[src/rtl/ex_forward_unit.sv]
// ex_forward_unit: EX-stage operand forwarding for NUM_SRC source operands.
// Resolves MEM->EX and WB->EX hazards combinationally, raises a one-cycle
// load-use interlock, and holds each resolved operand while EX is frozen so
// it survives MEM/WB draining underneath a stalled instruction.
// Optional statistics counters are built when FWD_STATS_EN is defined.
module ex_forward_unit #(
  parameter int unsigned DATA_W     = 32,
  parameter int unsigned REG_ADDR_W = 5,
  parameter int unsigned NUM_SRC    = 2
) (
  input  logic                           Clk,
  input  logic                           Reset,
  input  logic [NUM_SRC*REG_ADDR_W-1:0]  Src_Reg_EX,
  input  logic [NUM_SRC*DATA_W-1:0]      Read_Data_EX,
  input  logic                           Reg_Write_MEM,
  input  logic                           Mem_Read_MEM,
  input  logic [REG_ADDR_W-1:0]          Write_Reg_MEM,
  input  logic [DATA_W-1:0]              ALU_Result_MEM,
  input  logic                           Reg_Write_WB,
  input  logic [REG_ADDR_W-1:0]          Write_Reg_WB,
  input  logic [DATA_W-1:0]              Write_Data_WB,
  input  logic                           Stall_EX,
  output logic [NUM_SRC*DATA_W-1:0]      Operand_EX,
  output logic [NUM_SRC*2-1:0]           Forward_Sel_EX,
  output logic                           Load_Use_Stall
`ifdef FWD_STATS_EN
  ,
  output logic [31:0]                    Fwd_Mem_Count,
  output logic [31:0]                    Fwd_Wb_Count,
  output logic [31:0]                    Load_Use_Count
`endif
);

  localparam int unsigned SEL_W = 2;
  localparam logic [SEL_W-1:0] SEL_RF   = 2'b00;
  localparam logic [SEL_W-1:0] SEL_WB   = 2'b01;
  localparam logic [SEL_W-1:0] SEL_MEM  = 2'b10;
  localparam logic [SEL_W-1:0] SEL_HOLD = 2'b11;

  logic [NUM_SRC-1:0] pending;
  logic               freeze;

`ifdef FWD_STATS_EN
  localparam int unsigned CNT_W = 32;
  logic [NUM_SRC-1:0] is_mem;
  logic [NUM_SRC-1:0] is_wb;
`endif

  // Interlock: any operand waiting on a load in MEM freezes the front end
  assign Load_Use_Stall = |pending;
  assign freeze         = Stall_EX | Load_Use_Stall;

  genvar g;
  generate
    for (g = 0; g < NUM_SRC; g++) begin : g_op
      logic [REG_ADDR_W-1:0] src;
      logic [DATA_W-1:0]     rf_val;
      logic                  mem_hit;
      logic                  wb_hit;
      logic [SEL_W-1:0]      sel;
      logic [DATA_W-1:0]     val;
      logic                  hold_valid_q;
      logic                  hold_valid_d;
      logic [DATA_W-1:0]     hold_data_q;
      logic [DATA_W-1:0]     hold_data_d;

      assign src     = Src_Reg_EX[g*REG_ADDR_W +: REG_ADDR_W];
      assign rf_val  = Read_Data_EX[g*DATA_W +: DATA_W];
      assign mem_hit = Reg_Write_MEM & (Write_Reg_MEM == src) & (src != '0);
      assign wb_hit  = Reg_Write_WB  & (Write_Reg_WB  == src) & (src != '0);

      // A load result in MEM is not usable yet; a held operand never waits
      assign pending[g] = mem_hit & Mem_Read_MEM & ~hold_valid_q & ~Reset;

      // Source priority: held, MEM (non-load), WB, register file
      always_comb begin
        sel = SEL_RF;
        val = rf_val;
        if (!Reset) begin
          if (hold_valid_q) begin
            sel = SEL_HOLD;
            val = hold_data_q;
          end else if (mem_hit && !Mem_Read_MEM) begin
            sel = SEL_MEM;
            val = ALU_Result_MEM;
          end else if (wb_hit) begin
            sel = SEL_WB;
            val = Write_Data_WB;
          end
        end
      end

      assign Operand_EX[g*DATA_W +: DATA_W]   = val;
      assign Forward_Sel_EX[g*SEL_W +: SEL_W] = sel;

      // Capture on the first frozen cycle the operand is resolved, release when EX advances
      always_comb begin
        hold_valid_d = hold_valid_q;
        hold_data_d  = hold_data_q;
        if (freeze) begin
          if (!hold_valid_q && !pending[g]) begin
            hold_valid_d = 1'b1;
            hold_data_d  = val;
          end
        end else begin
          hold_valid_d = 1'b0;
        end
      end

      // Hold register state
      always_ff @(posedge Clk) begin
        if (Reset) begin
          hold_valid_q <= 1'b0;
          hold_data_q  <= '0;
        end else begin
          hold_valid_q <= hold_valid_d;
          hold_data_q  <= hold_data_d;
        end
      end

`ifdef FWD_STATS_EN
      logic [SEL_W-1:0] hold_code_q;
      logic [SEL_W-1:0] hold_code_d;
      logic [SEL_W-1:0] eff_code;

      // Remember the source a held operand originally came from
      always_comb begin
        hold_code_d = hold_code_q;
        if (freeze && !hold_valid_q && !pending[g]) begin
          hold_code_d = sel;
        end
      end

      // Capture-cycle source code register
      always_ff @(posedge Clk) begin
        if (Reset) begin
          hold_code_q <= SEL_RF;
        end else begin
          hold_code_q <= hold_code_d;
        end
      end

      assign eff_code  = (sel == SEL_HOLD) ? hold_code_q : sel;
      assign is_mem[g] = (eff_code == SEL_MEM);
      assign is_wb[g]  = (eff_code == SEL_WB);
`endif
    end
  endgenerate

`ifdef FWD_STATS_EN
  logic [CNT_W-1:0] fwd_mem_cnt_q;
  logic [CNT_W-1:0] fwd_mem_cnt_d;
  logic [CNT_W-1:0] fwd_wb_cnt_q;
  logic [CNT_W-1:0] fwd_wb_cnt_d;
  logic [CNT_W-1:0] lu_cnt_q;
  logic [CNT_W-1:0] lu_cnt_d;
  logic [CNT_W:0]   mem_sum;
  logic [CNT_W:0]   wb_sum;

  // Saturating counter next-state
  always_comb begin
    mem_sum       = {1'b0, fwd_mem_cnt_q} + (CNT_W+1)'($countones(is_mem));
    wb_sum        = {1'b0, fwd_wb_cnt_q}  + (CNT_W+1)'($countones(is_wb));
    fwd_mem_cnt_d = fwd_mem_cnt_q;
    fwd_wb_cnt_d  = fwd_wb_cnt_q;
    lu_cnt_d      = lu_cnt_q;
    if (!freeze) begin
      fwd_mem_cnt_d = mem_sum[CNT_W] ? '1 : mem_sum[CNT_W-1:0];
      fwd_wb_cnt_d  = wb_sum[CNT_W]  ? '1 : wb_sum[CNT_W-1:0];
    end
    if (Load_Use_Stall && (lu_cnt_q != '1)) begin
      lu_cnt_d = lu_cnt_q + CNT_W'(1);
    end
  end

  // Statistics registers
  always_ff @(posedge Clk) begin
    if (Reset) begin
      fwd_mem_cnt_q <= '0;
      fwd_wb_cnt_q  <= '0;
      lu_cnt_q      <= '0;
    end else begin
      fwd_mem_cnt_q <= fwd_mem_cnt_d;
      fwd_wb_cnt_q  <= fwd_wb_cnt_d;
      lu_cnt_q      <= lu_cnt_d;
    end
  end

  assign Fwd_Mem_Count  = fwd_mem_cnt_q;
  assign Fwd_Wb_Count   = fwd_wb_cnt_q;
  assign Load_Use_Count = lu_cnt_q;
`endif

endmodule

[config.mk]
export PLATFORM = sky130hd
export DESIGN_NAME = ex_forward_unit
export DESIGN_NICKNAME = d
export VERILOG_FILES = /design/src/rtl/ex_forward_unit.sv
export SDC_FILE = /design/constraint.sdc
export NUM_CORES = 1
export LEC_CHECK = 0
export ABC_CLOCK_PERIOD_IN_PS = 2900
export CAP_MARGIN = 20
export CORE_AREA = 2 2 154 156
export CTS_CLUSTER_DIAMETER = 120
export CTS_CLUSTER_SIZE = 12
export DETAILED_ROUTE_END_ITERATION = 8
export DIE_AREA = 0 0 156 158
export PLACE_DENSITY = 0.6
export SKIP_CTS_REPAIR_TIMING = 1
export SYNTH_ARGS = -nofsm -noshare
export SYNTH_HDL_FRONTEND = slang
export SYNTH_SLANG_ARGS = --single-unit
[constraint.sdc]
create_clock -name Clk -period 2.9 [get_ports Clk]
set_input_delay 0.58 -clock Clk [delete_from_list [all_inputs] [get_ports Clk]]
set_output_delay 0.58 -clock Clk [all_outputs]
set_load 0.05 [all_outputs]
# [After elaboration in Yosys (flattened, before gate mapping)]
# Cells that the tools add are included.
[classes] mux=16 n_eq_ne=4 bitwise=19 n_reduce_logical=15
[ops] operator="two-way mux 32 bit" count=8
[ops] operator="== test 5 bit" count=4
[ops] operator="AND 1 bit" count=14
[ops] operator="two-way mux 2 bit" count=6
[ops] operator="nonzero test 5 bit" count=2
[ops] operator="zero test 1 bit" count=5
[ops] operator="logical AND 1 bit" count=4
[ops] operator="NOT 1 bit" count=4
[ops] operator="AND reduction 2 bit" count=2
[ops] operator="OR reduction 2 bit" count=2
[ops] operator="two-way mux 1 bit" count=2
[ops] operator="OR 1 bit" count=1
[totals] in_bits=154 register_bits=66

# [Depth between registers and ports, before layout]
[logic_depth] word_depth=10 depth_mapped=8 mapped_depth_nobuf=5

# [Worst setup path before layout]
# OpenSTA, ideal clock, no wires.
[synth_path] kind="input -> output" startpoint="input port Write_Reg_WB[0]" endpoint="output port Operand_EX[41]" arrival_time_ps=2955 setup_slack_ps=-635 path_stages=7 path_cell_list="xor2_1 nor4_1 clkbuf_1 clkbuf_1 and3_1 nor3_1 o31ai_1"
[synth_via] elab_chain_len=7
[synth_rtl] item="start: declaration" line="20" rtl="input logic [REG_ADDR_W-1:0] Write_Reg_WB,"
[synth_rtl] item="== test 5 bit" line="70" rtl="assign wb_hit = Reg_Write_WB & (Write_Reg_WB == src) & (src != '0);"
[synth_rtl] item="AND 1 bit (2 in series)" line="70"
[synth_rtl] item="two-way mux 32 bit" line="86" rtl="end else if (wb_hit) begin"
[synth_rtl] item="two-way mux 32 bit" line="83" rtl="end else if (mem_hit && !Mem_Read_MEM) begin"
[synth_rtl] item="two-way mux 32 bit" line="80" rtl="if (hold_valid_q) begin"
[synth_rtl] item="two-way mux 32 bit" line="79" rtl="if (!Reset) begin"
[synth_rtl] item="end: declaration" line="23" rtl="output logic [NUM_SRC*DATA_W-1:0] Operand_EX,"
# No other way between the ends.

# [Final worst setup path]
[layout_path] startpoint="input port Src_Reg_EX[4]" endpoint="output port Operand_EX[17]"
[layout_via] elab_chain_len=7 elab_cells_between_ends=12 classes_between="eq/ne: 2; mux: 4; bitwise: 4; reduce/logical: 2"
[layout_rtl] item="start: declaration" line="13" rtl="input logic [NUM_SRC*REG_ADDR_W-1:0] Src_Reg_EX,"
[layout_rtl] item="== test 5 bit (on tied branches)" line="70, 69"
[layout_rtl] item="AND 1 bit (on tied branches) (2 in series)" line="70, 69"
[layout_rtl] item="two-way mux 32 bit or logical AND 1 bit (tied branches)" line="86, 83"
[layout_rtl] item="two-way mux 32 bit *" line="83"
[layout_rtl] item="two-way mux 32 bit *" line="80"
[layout_rtl] item="two-way mux 32 bit *" line="79"
# Every way passes the cells marked *; elsewhere a longest branch is shown, timed or not.

==> impl_metrics.json <==
{
  "pwr-share-comb_pct": 49.2,
  "die_h_microns": 158,
  "wirelength_mm": 33.7,
  "io_pins": 223,
  "multi_input_area_sq_um": 5420,
  "grt_overflow": 0,
  "skew_ns": 0.00621,
  "ir_worst_vdd_mv": 0.311,
  "crit_path_top_delay_cell": "or4_4",
  "antenna_found_initial": 1,
  "vias": 8820,
  "crit_chain": "buf_8, or4_4, o211a_4, clkbuf_16, and3_1, o211ai_1, nand3_2, buf_6",
  "synth_area_per_cell_sq_um": 6.76,
  "swShare_pct": 38.7,
  "p_per_area_nw_per_um2": 334,
  "drc_errors": 0,
  "period_minus_slack_ns": 3.10,
  "finalCritPeriodShare_pct": 107,
  "grt_pass1_wl_mm": 45.4,
  "tightestPinTransition_ns": 0.537,
  "cellLeakagePower_nw": 4.77,
  "startpoint": "Src_Reg_EX[4]",
  "hold_viol": 0,
  "htree_levels": 3,
  "start_util_pct": 27.6,
  "yosys_most_used_dff": "dfxtp_1",
  "tritoncts": "yes",
  "synth_simple_gate_area_share_pct": 26.0,
  "synth_nets": 1097,
  "r2r_slack_ns": 0.76,
  "fin_total_pwr_mw": 3.95,
  "synthArstFlopShare_pct": 0,
  "yosysTopAreaCell": "dfxtp_1",
  "slew_viol_final": 0,
  "avgRoutedWirePerCell_microns": 22.0,
  "ctsLongestPathBuffers": 2,
  "die_x_microns": 156,
  "clk_latency_ns": 0.34,
  "stdcell_area_sq_um": 11800,
  "synthAdderAreaFrac_pct": 0,
  "dieArea_sq_um": 24600,
  "p_seq_share_pct": 25.8,
  "track_usage_pct": 23.7,
  "synth_top_family_by_area": "compound AO/OA/AOI/OAI gates",
  "dr.pass1.iters": 5,
  "reg2reg_depth": 6,
  "dp_hpwl_mm": 21.7,
  "layout-drive-gt1-share_pct": 35.7,
  "crit_required_ns": 2.32,
  "rows": 56,
  "slew_headroom_pct": 64.2,
  "timing.rr.start": "g_op[1].hold_valid_q",
  "critPathArrivalTime_ns": 2.52,
  "place_area_sq_um": 10300,
  "synthXorXnorAreaFrac_pct": 2.47,
  "synth-edff-count": 0,
  "numCtsBuffers": 9,
  "synth_commonest_cells": "130 x nand2_1, 129 x a21oi_1, 85 x clkbuf_1",
  "crit_type": "in2out",
  "p_int_mw": 2.42,
  "violations": "setup timing",
  "synthesis.area_sq_um": 6370,
  "cp-end-kind": "primary output",
  "setup_violations": 63,
  "syn_inst": 943,
  "clock-sinks": 66,
  "yosysMostFrequentCell": "nand2_1",
  "drtAntennaViolNets": 0,
  "ys_ff_latch": 66,
  "outcome": "finished with violations",
  "gp_congestion": 0.893,
  "seqCellArea_sq_um": 1320,
  "yosys_warnings": 0,
  "via_per_inst": 5.76,
  "nFillCells": 2186,
  "synth.area.mux_share_pct": 0,
  "yosysSeqAreaShare_pct": 20.7,
  "timing.rr.end": "g_op[0].hold_data_q[12]",
  "area_growth_pct": 85.9,
  "grt_pass1_vias": 7854,
  "switchingPower_mw": 1.53,
  "synth_top_cell_area_share_pct": 20.7,
  "diodes": 0,
  "hp-class": "reg2reg",
  "synth_cell_types": 44,
  "synthTopCellsByArea": "dfxtp_1 21%, a21oi_1 10%, nand2_1 7.7%",
  "drv_cap": 0,
  "cp_max_fo": 8,
  "max_freq_ghz": 0.323,
  "synth-compound-area-share_pct": 43.7,
  "nets": 1394,
  "clk_pin_slew_ns": 0.06,
  "fin_ws_ns": -0.200,
  "cpPeakStageDelay_ns": 0.54,
  "cp-start-kind": "primary input",
  "drt_iter0_markers": 893,
  "endpoint": "Operand_EX[17]",
  "rsz0062_at_grt": "yes",
  "clkPwrFrac_pct": 25.0,
  "grt_max_degree": 114,
  "cts_root_buf": "clkbuf_16",
  "portBuffers": 222,
  "core_sq_um": 23100
}
[stage by stage]
stage | hold slack, ns | setup TNS (ns) | utilization (%) | std cells | setup WS [ns]
floorplan | 0.492 | 0 | - | 943 | 0.00875
CTS | 0.520 | -30.41 | 45.7 | 1501 | -0.528
detailed placement | 0.514 | -35.90 | 44.7 | 1488 | -0.508
global route | 0.537 | -8.10 | 51.4 | 1532 | -0.239
global placement | 0.504 | -36.05 | 44.7 | 1488 | -0.505
finish | 0.519 | -4.40 | 51.4 | 1532 | -0.200
[layout make-up]
cell class | count | share of cell area (%)
multi-input combinational | 769 | 45.8
timing repair buffer | 391 | 37.8
sequential | 66 | 11.2
tap | 290 | 3.06
clock buffer | 9 | 1.90
clock inverter | 4 | 0.190
inverter | 3 | 0.0951
[power groups by stage]
stage | clock network [mW] | logic (mW) | registers [mW]
after global routing | 1.04 | 2.03 | 1.03
final | 0.987 | 1.95 | 1.02
after CTS | 1.01 | 1.69 | 1.02
after detailed placement | 0 | 1.69 | 1.04
after global placement | 0 | 1.68 | 1.03
after floorplan | 0 | 0.887 | 1.03
[worst min path at each step]
stage	start	cells past startpoint	slack [ns]	to
after global routing	g_op[0].hold_data_q[5]	2	0.54	g_op[0].hold_data_q[5]
after floorplan	g_op[0].hold_data_q[0]	2	0.49	g_op[0].hold_data_q[0]
after global placement	g_op[1].hold_data_q[11]	2	0.50	g_op[1].hold_data_q[11]
after detailed placement	g_op[0].hold_data_q[19]	2	0.51	g_op[0].hold_data_q[19]
after CTS	g_op[0].hold_data_q[19]	2	0.52	g_op[0].hold_data_q[19]
final	g_op[0].hold_data_q[0]	2	0.52	g_op[0].hold_data_q[0]
[cells in the final DEF, fill, tap and decap left out, types with 20 or more instances in the layout]
| cell | n |
|---|---|
| and3_4 | 27 |
| a21boi_1 | 27 |
| o21ai_0 | 44 |
| a311oi_1 | 34 |
| buf_4 | 121 |
| o211ai_1 | 62 |
| a21oi_1 | 128 |
| a311oi_2 | 30 |
| nor2_1 | 69 |
| dfxtp_1 | 66 |
| nand2_1 | 125 |
| nand3_2 | 56 |
| clkbuf_16 | 23 |
| buf_12 | 54 |
| clkdlybuf4s50_1 | 131 |
| buf_6 | 41 |
| and3_1 | 37 |
| a21boi_2 | 26 |
| o21ai_1 | 20 |
[cell families after synthesis]
kind of cell / after synthesis
AOI/OAI and AO/OA: 398
and+or+nand+nor: 353
buffers and inverters: 108
DFF: 66
xor gates and xnor gates: 18
[registers in the layout, summed over array words and instances (netlist names)]
register           flops
g_op.hold_data_q      64
g_op.hold_valid_q      2
[metal layers]
metal  global-route usage, %  vias up  part of all wire, %
li1                        -     4105                    -
met1                    35.1     4212                   44
met2                    34.6      435                   45
met3                    3.04       68                  7.7
met4                    9.00        0                  3.3
met5                       0        -                    0
[worst max-delay path, delay by kind of cell]
kind | cells | cell delay [ns]
compound gates | 2 | 0.63
buf+inv | 3 | 0.47
simple gates | 3 | 0.83
(Power assumes the default switching activity.)
